<file path="src/rtl/fwd_bypass_net_if.sv">
// Decode/execute operand bus plus producer-stage and long-op scoreboard inputs of the bypass network.
// master drives decode and stage information; slave returns operands, stall and stall count.
interface fwd_bypass_net_if #(
    parameter int DW   = 64,
    parameter int AW   = 5,
    parameter int NRP  = 2,
    parameter int NSTG = 3,
    parameter int CNTW = 32
);
    logic                i_re;
    logic [NRP-1:0]      i_rd_en;
    logic [NRP*AW-1:0]   i_operand_addr;
    logic [NRP*DW-1:0]   i_rf_operand;
    logic [NRP*DW-1:0]   o_operand;
    logic                o_stall;
    logic [NSTG-1:0]     stg_rf_we;
    logic [NSTG*AW-1:0]  stg_rd;
    logic [NSTG-1:0]     stg_op_load;
    logic [NSTG-1:0]     stg_mem_vld;
    logic [NSTG*DW-1:0]  stg_rd_dat;
    logic [NSTG*DW-1:0]  stg_mem_dat;
    logic                lop_issue;
    logic [AW-1:0]       lop_issue_rd;
    logic                lop_done;
    logic [AW-1:0]       lop_done_rd;
    logic [CNTW-1:0]     o_stall_cnt;

    modport master (
        output i_re, i_rd_en, i_operand_addr, i_rf_operand,
        output stg_rf_we, stg_rd, stg_op_load, stg_mem_vld, stg_rd_dat, stg_mem_dat,
        output lop_issue, lop_issue_rd, lop_done, lop_done_rd,
        input  o_operand, o_stall, o_stall_cnt
    );

    modport slave (
        input  i_re, i_rd_en, i_operand_addr, i_rf_operand,
        input  stg_rf_we, stg_rd, stg_op_load, stg_mem_vld, stg_rd_dat, stg_mem_dat,
        input  lop_issue, lop_issue_rd, lop_done, lop_done_rd,
        output o_operand, o_stall, o_stall_cnt
    );
endinterface

</file>
<file path="src/rtl/fwd_bypass_net.sv">
// Operand bypass network: youngest-stage forwarding plus load-use and long-op scoreboard stalls.
// Latency: forward captured in decode cycle N, operand presented in cycle N+1; stall is same-cycle.
// Backpressure: o_stall holds decode; capture only happens on i_re with no stall, otherwise state holds.
module fwd_bypass_net #(
    parameter int DW   = 64,
    parameter int AW   = 5,
    parameter int NRP  = 2,
    parameter int NSTG = 3,
    parameter int CNTW = 32
) (
    input logic              clk,
    input logic              rst,
    fwd_bypass_net_if.slave  bus
);
    localparam int NREG = 2 ** AW;

    logic [NREG-1:0] pend;
    logic [AW-1:0]   src      [NRP];
    logic [NRP-1:0]  hit_any;
    logic [NRP-1:0]  stall_lu;
    logic [NRP-1:0]  stall_sb;
    logic [DW-1:0]   win_dat  [NRP];
    logic [NRP-1:0]  fwd_hit_r;
    logic [DW-1:0]   fwd_dat_r[NRP];
    logic [CNTW-1:0] stall_cnt;
    logic            stall;
    logic            capture;

    always_comb begin
        for (int p = 0; p < NRP; p++) begin
            src[p] = bus.i_operand_addr[p*AW +: AW];
        end
    end

    // Walk oldest to youngest so the lowest-numbered matching stage is the final winner.
    always_comb begin
        for (int p = 0; p < NRP; p++) begin
            hit_any[p]  = 1'b0;
            win_dat[p]  = '0;
            stall_lu[p] = 1'b0;
            for (int s = NSTG - 1; s >= 0; s--) begin
                if (bus.i_rd_en[p] && bus.stg_rf_we[s] && (src[p] != '0) &&
                    (src[p] == bus.stg_rd[s*AW +: AW])) begin
                    hit_any[p]  = 1'b1;
                    win_dat[p]  = bus.stg_op_load[s] ? bus.stg_mem_dat[s*DW +: DW]
                                                     : bus.stg_rd_dat[s*DW +: DW];
                    stall_lu[p] = bus.stg_op_load[s] & ~bus.stg_mem_vld[s];
                end
            end
            stall_sb[p] = bus.i_rd_en[p] & pend[src[p]];
        end
    end

    assign stall   = |{stall_lu, stall_sb};
    assign capture = bus.i_re & ~stall;

    always_ff @(posedge clk or posedge rst) begin
        if (rst) begin
            fwd_hit_r <= '0;
            for (int p = 0; p < NRP; p++) begin
                fwd_dat_r[p] <= '0;
            end
        end else if (capture) begin
            fwd_hit_r <= hit_any;
            for (int p = 0; p < NRP; p++) begin
                fwd_dat_r[p] <= win_dat[p];
            end
        end
    end

    // Issue is applied after done so a same-register issue/done pair leaves the bit set.
    always_ff @(posedge clk or posedge rst) begin
        if (rst) begin
            pend <= '0;
        end else begin
            if (bus.lop_done) begin
                pend[bus.lop_done_rd] <= 1'b0;
            end
            if (bus.lop_issue && (bus.lop_issue_rd != '0)) begin
                pend[bus.lop_issue_rd] <= 1'b1;
            end
        end
    end

    always_ff @(posedge clk or posedge rst) begin
        if (rst) begin
            stall_cnt <= '0;
        end else if (stall && (stall_cnt != '1)) begin
            stall_cnt <= stall_cnt + {{(CNTW-1){1'b0}}, 1'b1};
        end
    end

    always_comb begin
        bus.o_operand = '0;
        for (int p = 0; p < NRP; p++) begin
            bus.o_operand[p*DW +: DW] = fwd_hit_r[p] ? fwd_dat_r[p] : bus.i_rf_operand[p*DW +: DW];
        end
    end

    assign bus.o_stall     = stall;
    assign bus.o_stall_cnt = stall_cnt;
endmodule

</file>
<file path="src/flat_wrapper.sv">
// flat-port wrapper written by rule: the top's interface ports become plain ports
module fwd_bypass_net_flat 
#(
    parameter int DW   = 64,
    parameter int AW   = 5,
    parameter int NRP  = 2,
    parameter int NSTG = 3,
    parameter int CNTW = 32
)
  (clk, rst, bus_i_re, bus_i_rd_en, bus_i_operand_addr, bus_i_rf_operand, bus_stg_rf_we, bus_stg_rd, bus_stg_op_load, bus_stg_mem_vld, bus_stg_rd_dat, bus_stg_mem_dat, bus_lop_issue, bus_lop_issue_rd, bus_lop_done, bus_lop_done_rd, bus_o_operand, bus_o_stall, bus_o_stall_cnt);
  fwd_bypass_net_if #(.DW(DW), .AW(AW), .NRP(NRP), .NSTG(NSTG), .CNTW(CNTW)) bus_i ();
  input logic clk;
  input logic rst;
  input wire logic [$bits(bus_i.i_re)-1:0] bus_i_re;
  input wire logic [$bits(bus_i.i_rd_en)-1:0] bus_i_rd_en;
  input wire logic [$bits(bus_i.i_operand_addr)-1:0] bus_i_operand_addr;
  input wire logic [$bits(bus_i.i_rf_operand)-1:0] bus_i_rf_operand;
  input wire logic [$bits(bus_i.stg_rf_we)-1:0] bus_stg_rf_we;
  input wire logic [$bits(bus_i.stg_rd)-1:0] bus_stg_rd;
  input wire logic [$bits(bus_i.stg_op_load)-1:0] bus_stg_op_load;
  input wire logic [$bits(bus_i.stg_mem_vld)-1:0] bus_stg_mem_vld;
  input wire logic [$bits(bus_i.stg_rd_dat)-1:0] bus_stg_rd_dat;
  input wire logic [$bits(bus_i.stg_mem_dat)-1:0] bus_stg_mem_dat;
  input wire logic [$bits(bus_i.lop_issue)-1:0] bus_lop_issue;
  input wire logic [$bits(bus_i.lop_issue_rd)-1:0] bus_lop_issue_rd;
  input wire logic [$bits(bus_i.lop_done)-1:0] bus_lop_done;
  input wire logic [$bits(bus_i.lop_done_rd)-1:0] bus_lop_done_rd;
  output wire logic [$bits(bus_i.o_operand)-1:0] bus_o_operand;
  output wire logic [$bits(bus_i.o_stall)-1:0] bus_o_stall;
  output wire logic [$bits(bus_i.o_stall_cnt)-1:0] bus_o_stall_cnt;
  assign bus_i.i_re = bus_i_re;
  assign bus_i.i_rd_en = bus_i_rd_en;
  assign bus_i.i_operand_addr = bus_i_operand_addr;
  assign bus_i.i_rf_operand = bus_i_rf_operand;
  assign bus_i.stg_rf_we = bus_stg_rf_we;
  assign bus_i.stg_rd = bus_stg_rd;
  assign bus_i.stg_op_load = bus_stg_op_load;
  assign bus_i.stg_mem_vld = bus_stg_mem_vld;
  assign bus_i.stg_rd_dat = bus_stg_rd_dat;
  assign bus_i.stg_mem_dat = bus_stg_mem_dat;
  assign bus_i.lop_issue = bus_lop_issue;
  assign bus_i.lop_issue_rd = bus_lop_issue_rd;
  assign bus_i.lop_done = bus_lop_done;
  assign bus_i.lop_done_rd = bus_lop_done_rd;
  assign bus_o_operand = bus_i.o_operand;
  assign bus_o_stall = bus_i.o_stall;
  assign bus_o_stall_cnt = bus_i.o_stall_cnt;
  fwd_bypass_net #(.DW(DW), .AW(AW), .NRP(NRP), .NSTG(NSTG), .CNTW(CNTW)) u_core (.clk(clk), .rst(rst), .bus(bus_i));
endmodule
</file>
<file path="config.mk">
export PLATFORM = sky130hd
export DESIGN_NAME = fwd_bypass_net_flat
export DESIGN_NICKNAME = d
export VERILOG_FILES = /design/src/rtl/fwd_bypass_net_if.sv /design/src/rtl/fwd_bypass_net.sv /design/src/flat_wrapper.sv
export SDC_FILE = /design/constraint.sdc
export NUM_CORES = 1
export LEC_CHECK = 0
export ABC_AREA = 1
export CORE_AREA = 8 8 272 274
export CTS_CLUSTER_DIAMETER = 50
export CTS_CLUSTER_SIZE = 24
export DETAILED_ROUTE_END_ITERATION = 7
export DIE_AREA = 0 0 280 282
export SYNTH_ARGS = -nofsm -noshare
export SYNTH_HDL_FRONTEND = slang
export SYNTH_SLANG_ARGS = --single-unit
</file>
<file path="constraint.sdc">
create_clock -name clk -period 9.4 [get_ports clk]
set_clock_uncertainty 0.05 [all_clocks]
set_input_delay 1.88 -clock clk [delete_from_list [all_inputs] [get_ports clk]]
set_output_delay 1.88 -clock clk [all_outputs]
set_load 0.01 [all_outputs]
</file>
==> results.md, run 1 <==
* Pwr/cell area at 105 nW/um2
* #FFs+latches synth at 194
* Synth Flop Type: dfrtp_1
* Worst hold path type: reg -> reg
* Syn_area_per_cell at 5.89 um2
* # port buffers at 723
* Critical path depth in cells at 12
* Slew Viols, Final at 0
* Fillers at 7,564
* Unrepaired setup endpoints after global routing: false
* Vias per cell at 4.69
* Worst Tran Pin Value at 1170 ps
* Critical Path, Cell by Cell: clkdlybuf4s50_1, inv_2, nand2_1, nand4_1, nor2_1, nand3_4, nand2_1, nand2_1, nand2_1, nor2_2, nand2_4, clkdlybuf4s50_1
* Syn_nets at 3,418
* Fin cells at 4,399
* Area grow syn2layout at 50.1%
* Clock sink count at 194
* Post-route ant nets at 0
* Fmax at 0.136 GHz
* Post-Route Setup TNS at 0 ps
* Max_cap viols at 0
* Power Total at 2.65 mW
* Synthesis Warnings at 0
* Max incr delay on CP at 920 ps
* Final Util at 36.3%
* Root Buffer: clkbuf_16
* Die span in y at 282 um
* CP Launch Type: input pin
* Total CTS buffers at 17
* Post-CTS Hold Fix Bufs at 0
* Crit-path most repeated cell: nand2_1
* Number of nets in the layout at 4,007
* Via count at 20,637
* Wire per inst at 21.6 um
* Largest net degree at the start of global routing at 76
* Length in cells of the worst reg-to-reg path at 13
* CP max FO at 37
* 1st-iter DRT viols at 1,611
* Crit-path slowest cell: clkdlybuf4s50_1
* Total GRT Usage at 22.8%
* P_leak at 12.6 nW
* Final WL at 94.9 mm
* Worst EP arrival at 5410 ps
* CP endpoint kind: primary output
* CP bufs+invs at 3
* Worst-Skew Late Latency at 500 ps
* Core area at 69,500 um2
* First drt pass iteration count at 5
* Slew HR at 22.2%
* Die W at 280 um
* Post-CTS sizing at 0
* Layout cells sized above 1 at 6.37%
* Finished Cell Area at 25,200 um2
* IO Count at 724
* Number of global-route vias before repair at 20,171
* DP HPWL at 72.4 mm
* Ys async rst share at 100%
* Hold path depth at 2
* Number of flops mapped to enable cells by yosys at 0
* Effective utilization at floorplan at 24.2%
* CP top delay family: buffers and inverters
* Die area at 79,000 um2
* CTS tree: yes
* Post-CTS Setup Inserts at 0
* Final hold violations at 0
* Maximum vdd drop at 113 uV
* Top-count cell post-synth: nand2_1
* Top-area cell type share of the netlist area at 39.8%
* Yosys cell types at 32
* Top post-synthesis cells by area: nand2_1 40%, dfrtp_1 29%, mux2_2 8.6%
* GPL Wtd Cong at 0.941
* Fin crit period at 7340 ps
* Seq/Total Area, Yosys at 28.9%
* Worst Path Required at 7470 ps
* Fin crit share at 78.1%
* Area of the mapped netlist at 16,800 um2
* DP Cell Count at 4,364
* Top cells by count, synth: 1,783 x nand2_1, 262 x nand3_1, 194 x dfrtp_1
* # H-tree levels at 4
* Gr ovfl total at 0
* Global-route wire length before repair at 135 mm
* Post-route DRC at 0
* Initial antenna violation count at 7
* Leading area contributor after synthesis: nand2_1
* Clock buffer depth at 2
* Outcome: finished clean
* Cells after Synth at 2,854
* Row cnt at 97
* Final setup vio count at 0
* Clock transition at path regs at 80 ps
* Critical path type: in -> out
* DP Area at 24,600 um2
==> report_power, final <==
part           switching (mW)  total, mW  internal (mW)
combinational           0.448      0.878          0.430
clock                   0.387      0.792          0.405
sequential             0.0862      0.977          0.891
==> logic make-up (layout without fill, tap and decap cells) <==
| kind of cell | count (synthesis) | after routing | share of synthesized area, % |
|---|---|---|---|
| multiplexers | 128 | 128 | 8.58 |
| XOR/XNOR | 33 | 33 | 1.72 |
| other | 0 | 3 | 0 |
| buffers and inverters | 245 | 847 | 6.67 |
| AND/OR/NAND/NOR | 2148 | 2148 | 50.6 |
| AO/OA/AOI/OAI | 105 | 105 | 3.50 |
| adder cells (fa/ha/maj) | 1 | 1 | 0.0745 |
| flip-flops | 194 | 194 | 28.9 |
==> flip-flops by register name (all words and copies together), names as in the netlist <==
register / count
u_core.pend: 32
u_core.bus.o_stall_cnt: 32
u_core.fwd_hit_r: 2
u_core.fwd_dat_r: 128
==> worst register-to-register path: cells and delay by family, from the launching register on <==
family	cells	cell delay, ps
flops	1	440
simple gates	12	1890
buf+inv	1	540
==> worst paths after layout <==
kind	startpoint	to	slack (ps)
worst min-delay path	u_core.fwd_dat_r[12]$_DFFE_PP0P_	u_core.fwd_dat_r[12]$_DFFE_PP0P_	430
min in group asynchronous	rst	u_core.fwd_dat_r[9]$_DFFE_PP0P_	1790
worst min register to register	u_core.fwd_dat_r[12]$_DFFE_PP0P_	u_core.fwd_dat_r[12]$_DFFE_PP0P_	430
worst max-delay path	bus_i_operand_addr[0]	bus_o_stall	2060
worst max register to register	u_core.pend[21]$_DFF_PP0_	u_core.fwd_dat_r[111]$_DFFE_PP0P_	6340
max in group asynchronous	rst	u_core.fwd_hit_r[0]$_DFFE_PP0P_	6110
==> cell type report <==
type,count,area [um2],area share [%]
Antenna cell,3,7.51,0.0298
Clock inverter,15,191,0.759
Inverter,67,265,1.05
Timing Repair Buffer,748,7410,29.4
Sequential cell,194,4860,19.3
Tap cell,940,1180,4.66
Multi-Input combinational cell,2415,10900,43.1
Clock buffer,17,425,1.69
==> layout by cell type (no fill, tap or decap), drive strengths merged, types with 3 or more instances in the layout <==
cell type      Yosys  routed
a21oi              5       5
a31oi             13      13
buf               85      29
clkbuf            93      17
clkdlybuf4s50      0     719
clkinv             1       9
dfrtp            194     194
diode              0       3
inv               66      69
mux2             128     128
nand2           1784    1784
nand3            263     263
nand4             10      10
nor2              61      61
nor3              20      20
nor4               8       8
o211ai            15      15
o21ai             69      69
xnor2             13      13
xor2              20      20
==> metrics by stage <==
step	hold slack [ps]	setup WS, ps
global placement	399	2020
floorplan	386	2190
CTS	429	2030
global route	458	1810
detailed placement	410	2050
finish	433	2060
==> layer usage <==
metal	GRT usage [%]	vias to the layer above	wire (um)
li1	-	10154	-
met1	28.3	9537	39500
met2	38.7	834	46100
met3	6.29	108	7000
met4	6.36	4	2330
met5	0	-	27
(Power assumes the default switching activity.)
==> run 2, diff against run 1 <==
==> constraint.sdc (replaced) <==
create_clock -name clk -period 7.6 [get_ports clk]
set_clock_uncertainty 0.05 [all_clocks]
set_input_delay 1.52 -clock clk [delete_from_list [all_inputs] [get_ports clk]]
set_output_delay 1.52 -clock clk [all_outputs]
set_load 0.01 [all_outputs]
==> run 2 against run 1 <==
Final cell count unchanged. Critical path type unchanged. Flip-flop and latch count unchanged. Critical endpoint unchanged. Die area stayed put.
==> results.md, run 2 (synthesized netlist as in run 1, its figures left out) <==
* Area grow syn2layout at 50.4%
* WHS at 420 ps (-13.8 ps)
* Final setup vio count at 0 (unchanged)
* Max reg flops at 128 (unchanged)
* Clock sink count at 194 (unchanged)
* Critical Path Sink: bus_o_stall
* 1st-iter DRT viols at 1,381 (-14%)
* Critical path depth in cells at 12 (unchanged)
* DP HPWL at 73.0 mm (+0.80%)
* Max incr delay on CP at 770 ps (-150 ps)
* Post-Route Setup TNS at 0 ps (unchanged)
* Worst-Skew Late Latency at 500 ps (about the same)
* First drt pass iteration count at 5 (unchanged)
* CTS tree: yes
* Vias per cell at 4.73 (+0.72%)
* Total CTS buffers at 17 (unchanged)
* Fillers at 7,543 (-0.28%)
* Number of global-route vias before repair at 20,439 (+1.3%)
* Post-CTS Setup Inserts at 0 (unchanged)
* CP endpoint kind: primary output
* Most frequent cells in the layout: 1,781 x nand2_1, 719 x clkdlybuf4s50_1, 261 x nand3_1
* Pre-CTS WS at 1290 ps (-757 ps)
* Slew HR at 21.3% (-0.90 points)
* Worst r2r src: u_core.bus.o_stall_cnt[1]$_DFFE_PP0P_
* Row cnt at 97 (unchanged)
* Fin crit share at 82.6%
* Root Buffer: clkbuf_16
* Die area at 79,000 um2 (unchanged)
* Post-CTS Hold Fix Bufs at 0 (unchanged)
* Total GRT Usage at 23.0% (+0.17 points)
* Post-CTS sizing at 0 (unchanged)
* Gr ovfl total at 0 (unchanged)
* CP bufs+invs at 3 (unchanged)
* Setup WS post-layout at 1320 ps (-735 ps)
* Crit-path most repeated cell: nand2_1
* Via count at 20,786 (+0.72%)
* Crit-path slowest cell: clkdlybuf4s50_1
* GPL Wtd Cong at 0.938 (-0.36%)
* CP max FO at 37 (unchanged)
* Unrepaired setup endpoints after global routing: false
* Die W at 280 um (unchanged)
* Reg2reg setup slack at 4380 ps (-1960 ps)
* Worst EP arrival at 4710 ps (-700 ps)
* Slew Viols, Final at 0 (unchanged)
* # port buffers at 723 (unchanged)
* Number of nets in the layout at 4,007 (unchanged)
* Post-route DRC at 0 (unchanged)
* Met2 wire len at 46.7 mm (+1.4%)
* Final WL at 95.5 mm (+0.61%)
* Fmax at 0.159 GHz
* Met1 WL at 39.5 mm (about the same)
* Effective utilization at floorplan at 24.2% (unchanged)
* Post-route ant nets at 0 (unchanged)
* DR WL met3 at 6.49 mm (-7.3%)
* CP top delay family: buffers and inverters
* CP Launch Point: bus_i_operand_addr[1]
* P_leak at 12.6 nW (+0.12%)
* Most common cell after layout, fill and taps aside: nand2_1
* Reg with most FFs: u_core.fwd_dat_r
* Maximum vdd drop at 138 uV (+22%)
* Clock transition at path regs at 80 ps (about the same)
* Wire per inst at 21.7 um (+0.61%)
* Critical path type: in -> out
* Global-route wire length before repair at 136 mm (+1.0%)
* Initial antenna violation count at 8 (+1)
* Core area at 69,500 um2 (unchanged)
* Largest net degree at the start of global routing at 131 (+72%)
* Die span in y at 282 um (unchanged)
* Fin crit period at 6280 ps
* Top sig layer: met5
* CP Launch Type: input pin
* Worst Path Required at 6030 ps (-1440 ps)
* Worst hold path type: reg -> reg
* Power Total at 3.27 mW (+24%)
* Critical Path, Cell by Cell: clkdlybuf4s50_1, inv_1, nand2_1, nand4_1, nor2_1, nand3_4, nand2_1, nand2_1, nand2_1, nor2_2, nand2_4, clkdlybuf4s50_1
* Outcome: finished clean
* Clock buffer depth at 2 (unchanged)
* Pwr/cell area at 130 nW/um2 (+23%)
* Max_cap viols at 0 (unchanged)
* Layout cells sized above 1 at 6.37% (unchanged)
* Reg2reg end: u_core.bus.o_stall_cnt[16]$_DFFE_PP0P_
* IO Count at 724 (unchanged)
* # H-tree levels at 4 (unchanged)
* Length in cells of the worst reg-to-reg path at 12 (-1)
* Worst Tran Pin Value at 1180 ps (+13.5 ps)
* Final hold violations at 0 (unchanged)
-- run 2: changes by cell type in the layout (fill, tap and decap cells not counted) --
cell       change
clkinv_8       +2
clkinv_4       -2
bufinv_16      -1
buf_4          -4
buf_12         +4
inv_8          +1
-- run 2: worst min-delay path by stage --
stage,from,end,slack (ps),cells after the start
floorplan,u_core.fwd_dat_r[0]$_DFFE_PP0P_,u_core.fwd_dat_r[0]$_DFFE_PP0P_,390,2
global placement,u_core.fwd_dat_r[82]$_DFFE_PP0P_,u_core.fwd_dat_r[82]$_DFFE_PP0P_,400,2
detailed placement,u_core.fwd_dat_r[82]$_DFFE_PP0P_,u_core.fwd_dat_r[82]$_DFFE_PP0P_,400,2
CTS,u_core.fwd_dat_r[82]$_DFFE_PP0P_,u_core.fwd_dat_r[82]$_DFFE_PP0P_,420,2
global route,u_core.fwd_dat_r[10]$_DFFE_PP0P_,u_core.fwd_dat_r[10]$_DFFE_PP0P_,450,2
finish,u_core.fwd_dat_r[82]$_DFFE_PP0P_,u_core.fwd_dat_r[82]$_DFFE_PP0P_,420,2
-- run 2: per-layer routing --
layer	vias up	GRT usage (%)
met4	4	7.95
met3	124	5.15
met2	843	39.5
li1	10146	-
met5	-	0
met1	9669	28.3
-- run 2: cell type report --
type	instances	area [um2]	share of cell area, %
Timing Repair Buffer	748	7460	29.5
Inverter	67	265	1.05
Multi-Input combinational cell	2415	10900	43.0
Tap cell	940	1180	4.66
Clock buffer	17	425	1.68
Antenna cell	3	7.51	0.0297
Sequential cell	194	4860	19.2
Clock inverter	15	188	0.743
-- run 2: worst register-to-register path, cell delays in order, from the launching register on --
cell     delay (ps)
dfrtp_1         440
ha_1            220
nand2_1          80
nor2_1          200
nand3_1         270
nor2_2          300
nand2_1         110
nor3_1          170
nand3_1          90
buf_4           250
nand2_1         770
nand2_1         110
nand2_1         100
-- run 2: where the power goes --
part | total, mW | leakage (nW) | internal, mW | switching (mW)
clock network | 0.973 | 0.294 | 0.475 | 0.498
logic | 1.09 | 9.64 | 0.537 | 0.553
registers | 1.21 | 2.64 | 1.10 | 0.110
-- run 2: through the flow --
stage                     std cells  util [%]  area, um2
after CTS                      4396      36.3      25300
after global placement         4364      35.4      24600
final                          4399      36.3      25300
after detailed placement       4364      35.4      24600
after floorplan                2854         -      16800
after global routing           4398      36.3      25300
